--- config.mk ---
export PLATFORM = sky130hd
export DESIGN_NAME = alu_core
export DESIGN_NICKNAME = d
export VERILOG_FILES = /design/src/rtl/alu_pkg.sv /design/src/rtl/alu_shifter.sv /design/src/rtl/alu_core.sv
export SDC_FILE = /design/constraint.sdc
export NUM_CORES = 1
export LEC_CHECK = 0
export CORE_MARGIN = 2
export CORE_UTILIZATION = 31
export CTS_BUF_LIST = sky130_fd_sc_hd__clkbuf_2 sky130_fd_sc_hd__clkbuf_4 sky130_fd_sc_hd__clkbuf_8
export DETAILED_ROUTE_END_ITERATION = 16
export SLEW_MARGIN = 15
export SYNTH_ARGS = -nofsm -noshare
export SYNTH_HDL_FRONTEND = slang
export SYNTH_SLANG_ARGS = --single-unit
--- constraint.sdc ---
create_clock -name clk -period 6 [get_ports clk]
set_input_delay 1.2 -clock clk [delete_from_list [all_inputs] [get_ports clk]]
set_output_delay 1.2 -clock clk [all_outputs]
set_load 0.005 [all_outputs]
--- src/rtl/alu_pkg.sv ---
// Shared ALU constants: default datapath width and the 4-bit operation codes.
// Decode and branch logic import the same definitions.
package alu_pkg;

   localparam int WIDTH_DATA = 32;

   typedef logic [3:0] alu_op_t;

   localparam alu_op_t ALU_NOP   = 4'h0;
   localparam alu_op_t ALU_ADD   = 4'h1;
   localparam alu_op_t ALU_SUB   = 4'h2;
   localparam alu_op_t ALU_SLL   = 4'h3;
   localparam alu_op_t ALU_SLT   = 4'h4;
   localparam alu_op_t ALU_SLTU  = 4'h5;
   localparam alu_op_t ALU_SRL   = 4'h6;
   localparam alu_op_t ALU_SRA   = 4'h7;
   localparam alu_op_t ALU_XOR   = 4'h8;
   localparam alu_op_t ALU_OR    = 4'h9;
   localparam alu_op_t ALU_AND   = 4'hA;
   localparam alu_op_t ALU_LUI   = 4'hB;
   localparam alu_op_t ALU_AUIPC = 4'hC;

endpackage

--- src/rtl/alu_shifter.sv ---
// Combinational barrel shifter: left logical, right logical, or right arithmetic.
// A shift amount of zero passes the operand through unchanged.
module alu_shifter
   import alu_pkg::*;
#(
   parameter int WIDTH_DATA = alu_pkg::WIDTH_DATA,
   parameter int SH_W       = $clog2(WIDTH_DATA)
) (
   input  logic [WIDTH_DATA-1:0] data_in,
   input  logic [SH_W-1:0]       shamt,
   input  logic                  left,
   input  logic                  arith,
   output logic [WIDTH_DATA-1:0] data_out
);

   always_comb begin
      data_out = '0;
      if (left) begin
         data_out = data_in << shamt;
      end else if (arith) begin
         data_out = $signed(data_in) >>> shamt;
      end else begin
         data_out = data_in >> shamt;
      end
   end

endmodule

--- src/rtl/alu_core.sv ---
// RV32I execute-stage ALU with one-cycle registered result and zero flag.
// Optional feature: define ALU_OVF_EN to add the registered signed `overflow` output.
module alu_core
   import alu_pkg::*;
#(
   parameter int WIDTH_DATA = alu_pkg::WIDTH_DATA
) (
   input  logic                  clk,
   input  logic                  rst,
   input  logic                  in_valid,
   input  logic [WIDTH_DATA-1:0] data1_in,
   input  logic [WIDTH_DATA-1:0] data2_in,
   input  logic [3:0]            select_alu,
   output logic                  out_valid,
   output logic [WIDTH_DATA-1:0] data_out,
   output logic                  zero
`ifdef ALU_OVF_EN
   ,
   output logic                  overflow
`endif
);

   localparam int SH_W = $clog2(WIDTH_DATA);

   // Handshake: in_valid qualifies operands and select for one cycle; out_valid
   // rises the following cycle with that result. There is no ready/backpressure.

   logic                  is_sub;
   logic [WIDTH_DATA-1:0] b_eff;
   logic [WIDTH_DATA-1:0] sum;
   logic                  lt_s;
   logic                  lt_u;
   logic [WIDTH_DATA-1:0] shift_res;
   logic [WIDTH_DATA-1:0] result;

   // SUB reuses the adder as A + ~B + 1
   assign is_sub = (select_alu == ALU_SUB);
   assign b_eff  = is_sub ? ~data2_in : data2_in;
   assign sum    = data1_in + b_eff + {{(WIDTH_DATA-1){1'b0}}, is_sub};
   assign lt_s   = $signed(data1_in) < $signed(data2_in);
   assign lt_u   = data1_in < data2_in;

   alu_shifter #(
      .WIDTH_DATA (WIDTH_DATA),
      .SH_W       (SH_W)
   ) u_shifter (
      .data_in  (data1_in),
      .shamt    (data2_in[SH_W-1:0]),
      .left     (select_alu == ALU_SLL),
      .arith    (select_alu == ALU_SRA),
      .data_out (shift_res)
   );

   always_comb begin
      result = '0;
      case (select_alu)
         ALU_ADD, ALU_SUB, ALU_AUIPC: result = sum;
         ALU_SLL, ALU_SRL, ALU_SRA:   result = shift_res;
         ALU_SLT:                     result = {{(WIDTH_DATA-1){1'b0}}, lt_s};
         ALU_SLTU:                    result = {{(WIDTH_DATA-1){1'b0}}, lt_u};
         ALU_XOR:                     result = data1_in ^ data2_in;
         ALU_OR:                      result = data1_in | data2_in;
         ALU_AND:                     result = data1_in & data2_in;
         ALU_LUI:                     result = data2_in;
         default:                     result = '0;
      endcase
   end

   always_ff @(posedge clk) begin
      if (rst) begin
         out_valid <= 1'b0;
         data_out  <= '0;
         zero      <= 1'b1;
      end else begin
         out_valid <= in_valid;
         if (in_valid) begin
            data_out <= result;
            zero     <= (result == '0);
         end
      end
   end

`ifdef ALU_OVF_EN
   logic ovf_next;

   // b_eff already carries the inverted B for SUB, so one same-sign rule covers both
   always_comb begin
      ovf_next = 1'b0;
      if (select_alu == ALU_ADD || select_alu == ALU_SUB || select_alu == ALU_AUIPC) begin
         ovf_next = (data1_in[WIDTH_DATA-1] == b_eff[WIDTH_DATA-1]) &&
                    (sum[WIDTH_DATA-1] != data1_in[WIDTH_DATA-1]);
      end
   end

   always_ff @(posedge clk) begin
      if (rst) begin
         overflow <= 1'b0;
      end else if (in_valid) begin
         overflow <= ovf_next;
      end
   end
`endif

endmodule

* Word-level counts from Yosys, hierarchy flattened
Index checks and enable logic that the tools add are counted.
** Storage, ports and cells
- Register bits after elaboration :: 34
- Input port bits :: 71
** Cells by class
- Add/sub/neg operators :: 2
- Magnitude comparators :: 2
- Eq/ne operators :: 12
- Shift-type cells :: 3
- Multiplexer cells :: 4
- Bitwise operators :: 4
- Reductions and logical operators :: 3
** Operators with widths (count)
- 32-bit case mux with 8 select lines :: 1
- 32-bit 2-to-1 mux :: 3
- 32-bit less-than comparator :: 2
- 32-bit by 1-bit adder with 32-bit output :: 1
- 32-bit adder :: 1
- 32-bit bitwise AND :: 1
- 32-bit zero test :: 1
- 32-bit inverter :: 1
- 32-bit bitwise OR :: 1
- 32-bit by 5-bit left shift with 32-bit output :: 1
- 32-bit by 5-bit right shift with 32-bit output :: 1
- 32-bit by 5-bit >>> shifter with 32-bit output :: 1
- 32-bit bitwise XOR :: 1
- 4-bit equality test, second input constant :: 5
- 4-bit by 3-bit equality test with 1-bit output, second input constant :: 4
- 4-bit by 2-bit equality test with 1-bit output, second input constant :: 2
- 3-bit OR reduction :: 2
- 4-bit by 1-bit equality test with 1-bit output, second input constant :: 1

* Longest topological paths before layout
- Depth in word-level cells :: 6
- Gate-level depth with buffers :: 19
- Depth with buffers taken out :: 15

* Hierarchy
A second synthesis with hierarchy kept.
** Second synthesis, totals
- Cells, all modules :: 1383
- Area, all modules :: 10520.1 um2
** Modules (own cells, without submodules)
- alu_core :: times used 1, cells each 863, area an instance 6608.8 um2, seq. area each 680.7 um2
- alu_shifter :: times used 1, cells each 520, area an instance 3911.3 um2, seq. area each 0.0 um2

* Worst setup path after synthesis
Ideal clock, no wire load.
- Kind :: input-to-reg
- Start point :: input data2_in[1]
- End point :: register zero
- Setup time :: 0.115 ns
- Arrival :: 5.263 ns
- Required time :: 5.885 ns
- Setup slack :: 0.621 ns
- Stages on the path :: 19
- Path through :: buf_2 > inv_1 > buf_2 > buf_1 > buf_1 > xnor2_1 > inv_1 > fa_1 > nand2b_1 > a211oi_1 > a211oi_1 > o31ai_2 > nand3_1 > a21boi_1 > a21oi_1 > o21a_1 > or4_1 > and3_1 > a31o_1
** Between the ends
- Cells in the longest elaborated chain, start to end :: 6
- Elaborated cells between the ends (all ways) :: 16
** RTL lines
- from (decl) :: line alu_core.sv:12 : input logic [WIDTH_DATA-1:0] data2_in,
- 32-bit inverter :: line alu_core.sv:38 : assign b_eff = is_sub ? ~data2_in : data2_in;
- 32-bit 2-to-1 mux :: line alu_core.sv:38
- 32-bit adder :: line alu_core.sv:39 : assign sum = data1_in + b_eff + {{(WIDTH_DATA-1){1'b0}}, is_sub};
- 32-bit by 1-bit adder with 32-bit output :: line alu_core.sv:39
- 32-bit case mux with 8 select lines (*) :: line alu_core.sv:56 : case (select_alu)
- 32-bit zero test (*) :: line alu_core.sv:78 : zero <= (result == '0);
- to (signal assigned) :: line alu_core.sv:78
- to (decl) :: line alu_core.sv:16 : output logic zero
Every way passes the cells marked *; elsewhere a longest branch is shown, timed or not.
A chain may end at the register's enable or synchronous reset.

* Final worst setup path
- Start point :: input select_alu[3]
- End point :: register zero
** Between the ends
- Cells in the longest elaborated chain, start to end :: 6
- Elaborated cells between the ends (all ways) :: 21
** RTL lines
- from (decl) :: line alu_core.sv:13 : input logic [3:0] select_alu,
- 4-bit by 2-bit equality test with 1-bit output :: line alu_core.sv:37, alu_core.sv:56
- 32-bit 2-to-1 mux :: line alu_core.sv:38
- 32-bit adder :: line alu_core.sv:39
- 32-bit by 1-bit adder with 32-bit output :: line alu_core.sv:39
- 32-bit case mux with 8 select lines (*) :: line alu_core.sv:56
- 32-bit zero test (*) :: line alu_core.sv:78
Marked as above.

==> results.json <==
{
  "crit_required_ns": 6.23,
  "ys_async_sr_fraction_pct": 0,
  "dp_hpwl_um": 41700,
  "fin_worst_skew_ns": 0,
  "hold_buffers": 0,
  "whs_ns": 0.477,
  "drive_gt1_share_pct": 12.8,
  "antennaDiodeCount": 0,
  "p_sw_mw": 0.816,
  "crit_fanout": 33,
  "setup_viol": 0,
  "end_kind": "flip-flop",
  "yosysSeqAreaShare_pct": 5.84,
  "io_pins": 105,
  "status": "finished, final reports clean",
  "clock_latency_ns": 0.28,
  "final_cell_mix": "nand2_1, ha_1, nor2_1",
  "synth_edf_count": 0,
  "yosysUniqueCellTypes": 90,
  "synth-main-ff-cell": "dfxtp_1",
  "slowest_delay_ns": 0.65,
  "cts_max_level": 2,
  "crit_path_frequent_cell": "a21oi_1",
  "p_seq_share_pct": 15.5,
  "first_global_vias": 12036,
  "final_area_mm2": 0.0132,
  "swShare_pct": 50.1,
  "routedWlPerCell_um": 26.1,
  "stdcell_count": 2038,
  "p_leak_nw": 5.43,
  "core-area_mm2": 0.0373,
  "power_density_mw_per_mm2": 123,
  "slew_violations": 0,
  "drt_iter0_markers": 1598,
  "critPathSlowestCell": "a21oi_1",
  "route.detailed.drc": 0,
  "worst_r2r_startpoint": "zero",
  "place_inst": 2030,
  "cts_tree": "done",
  "path_cells": "clkdlybuf4s50_1, nor4b_4, buf_12, xnor2_1, ha_1, nand4_1, o221ai_1, nor3_1, a21oi_1, a41oi_1, a21oi_1, nor4_1, a211oi_1, nand3_1, nor4_2, a31o_1",
  "die_y_um": 198,
  "placed_area_mm2": 0.0132,
  "syn_nets": 1731,
  "power.internal_mw": 0.814,
  "fin_crit_ns": 5.52,
  "p_clk_share_pct": 10.9,
  "cts_buffers": 5,
  "max-clock-path-buffers": 2,
  "syn_avg_cell_area_um2": 7.64,
  "antenna_found_initial": 0,
  "cp_num_buf_inv": 2,
  "finalHoldViolations": 0,
  "layout_commonest_cell": "nand2_1",
  "endpoint": "zero",
  "crit_family": "compound AO/OA/AOI/OAI gates",
  "rows": 71,
  "fin_util_pct": 35.5,
  "r2r_end": "zero",
  "cp-startpoint": "select_alu[3]",
  "die_x_um": 198,
  "grt_usage_pct": 26.6,
  "irDropWorstVdd_uv": 98.1,
  "grt_first_pass_wirelength_um": 79000,
  "drv_cap": 0,
  "max-slew-margin-rel_pct": 31.7,
  "worstPathArrival_ns": 5.75,
  "grt_max_degree": 76,
  "area_growth_syn_to_layout_pct": 13.7,
  "min_period_over_period_pct": 92.1,
  "drt-vias-per-instance": 6.29,
  "path_depth": 16,
  "rsz0062_at_grt": "false",
  "worstSetupPathType": "input port to flip-flop",
  "cts.clk_slew.worst_paths_ns": 0.07,
  "pwr-share-comb_pct": 73.6,
  "syn-instance-count": 1525,
  "fmax_mhz": 181,
  "initial_core_util_pct": 31.2,
  "drt-pass1-iter-count": 6,
  "tightestPinTransition_ns": 1.02,
  "crit_path_start_kind": "input port",
  "yosysWarnings": 0,
  "drtAntennaViolNets": 0,
  "timing.setup.tns_ns": 0,
  "port_buffers": 104,
  "root_buffer": "clkbuf_8",
  "dieArea_mm2": 0.0391,
  "hp-class": "flip-flop to flip-flop",
  "place.gp.congestion": 1.02,
  "netlist_area_mm2": 0.0116,
  "cts_resized": 0,
  "worstRegToRegCells": 2,
  "grt-ovfl-total": 0,
  "vias": 12812,
  "num-nets-final": 1769,
  "ff2ff_setup_slack_ns": 5.22,
  "post_cts_buffers": 0,
  "wl_um": 53200,
  "ys_ff_latch": 34,
  "cts_sinks": 34
}
-- cell usage after synthesis, types with 34 or more instances --
master	count	share of area, %
nor3_1	40	1.7
mux4_2	74	14
nor2_1	123	4.0
a211oi_1	39	2.5
mux2i_1	78	6.7
a21oi_1	94	4.0
xnor2_1	36	2.7
clkbuf_1	68	2.2
o21ai_0	79	3.4
dfxtp_1	34	5.8
ha_1	134	14
nand2_1	150	4.8
nand3_1	38	1.6
inv_1	111	3.6
-- cell type report --
type | instances | area (um^2)
Clock inverter | 1 | 5.00
Tap cell | 474 | 593
Multi-Input combinational cell | 1240 | 9930
Inverter | 115 | 432
Fill cell | 4008 | 24100
Sequential cell | 34 | 681
Clock buffer | 7 | 90.1
Timing Repair Buffer | 167 | 1520
-- worst register-to-register path, cell delays in order (launching register included) --
cell	delay [ns]
dfxtp_1	0.33
a21o_1	0.18
a31o_1	0.17
-- per-stage QoR --
stage / worst slack [ns] / power (mW)
floorplan: 0.621 / 1.00
global placement: 0.461 / 1.42
detailed placement: 0.350 / 1.42
CTS: 0.614 / 1.61
global route: 0.167 / 1.73
finish: 0.477 / 1.63
-- power groups by stage --
stage	Combinational [mW]	Clock, mW	Sequential [mW]
after floorplan	0.745	0	0.259
after global placement	1.16	0	0.258
after detailed placement	1.16	0	0.258
after CTS	1.17	0.183	0.254
after global routing	1.28	0.195	0.255
final	1.20	0.177	0.253
-- state kept, by name, summed over array words and instances, names as in the netlist --
| signal | cells |
|---|---|
| zero | 1 |
| data_out | 32 |
| out_valid | 1 |
-- kinds of logic (layout without fill, tap and decap cells) --
logic type / after synthesis / after routing / synth area share, %
flops: 34 / 34 / 5.84
simple gates: 473 / 473 / 19.5
mux: 177 / 177 / 23.7
fa+ha+maj: 135 / 135 / 14.6
compound gates: 410 / 410 / 23.8
buf+inv: 251 / 290 / 9.10
xor+xnor: 45 / 45 / 3.38
-- per-layer routing --
layer | part of all wire [%] | routed length, um | vias to the layer above | track usage [%]
met4 | 4.1 | 2180 | 0 | 9.11
met2 | 44 | 23600 | 734 | 42.0
met5 | 0 | 0 | - | 0
met1 | 43 | 22900 | 6257 | 37.2
met3 | 8.6 | 4590 | 93 | 3.49
li1 | - | - | 5728 | -
-- worst min-delay path by stage --
stage                       from           end  slack, ns  depth (start not counted)
finish              data_out[18]  data_out[18]       0.48                          2
global route        data_out[18]  data_out[18]       0.49                          2
CTS                 data_out[18]  data_out[18]       0.48                          2
detailed placement  data_out[18]  data_out[18]       0.47                          2
global placement    data_out[18]  data_out[18]       0.47                          2
floorplan           data_out[14]  data_out[14]       0.46                          2
(Power assumes the default switching activity.)
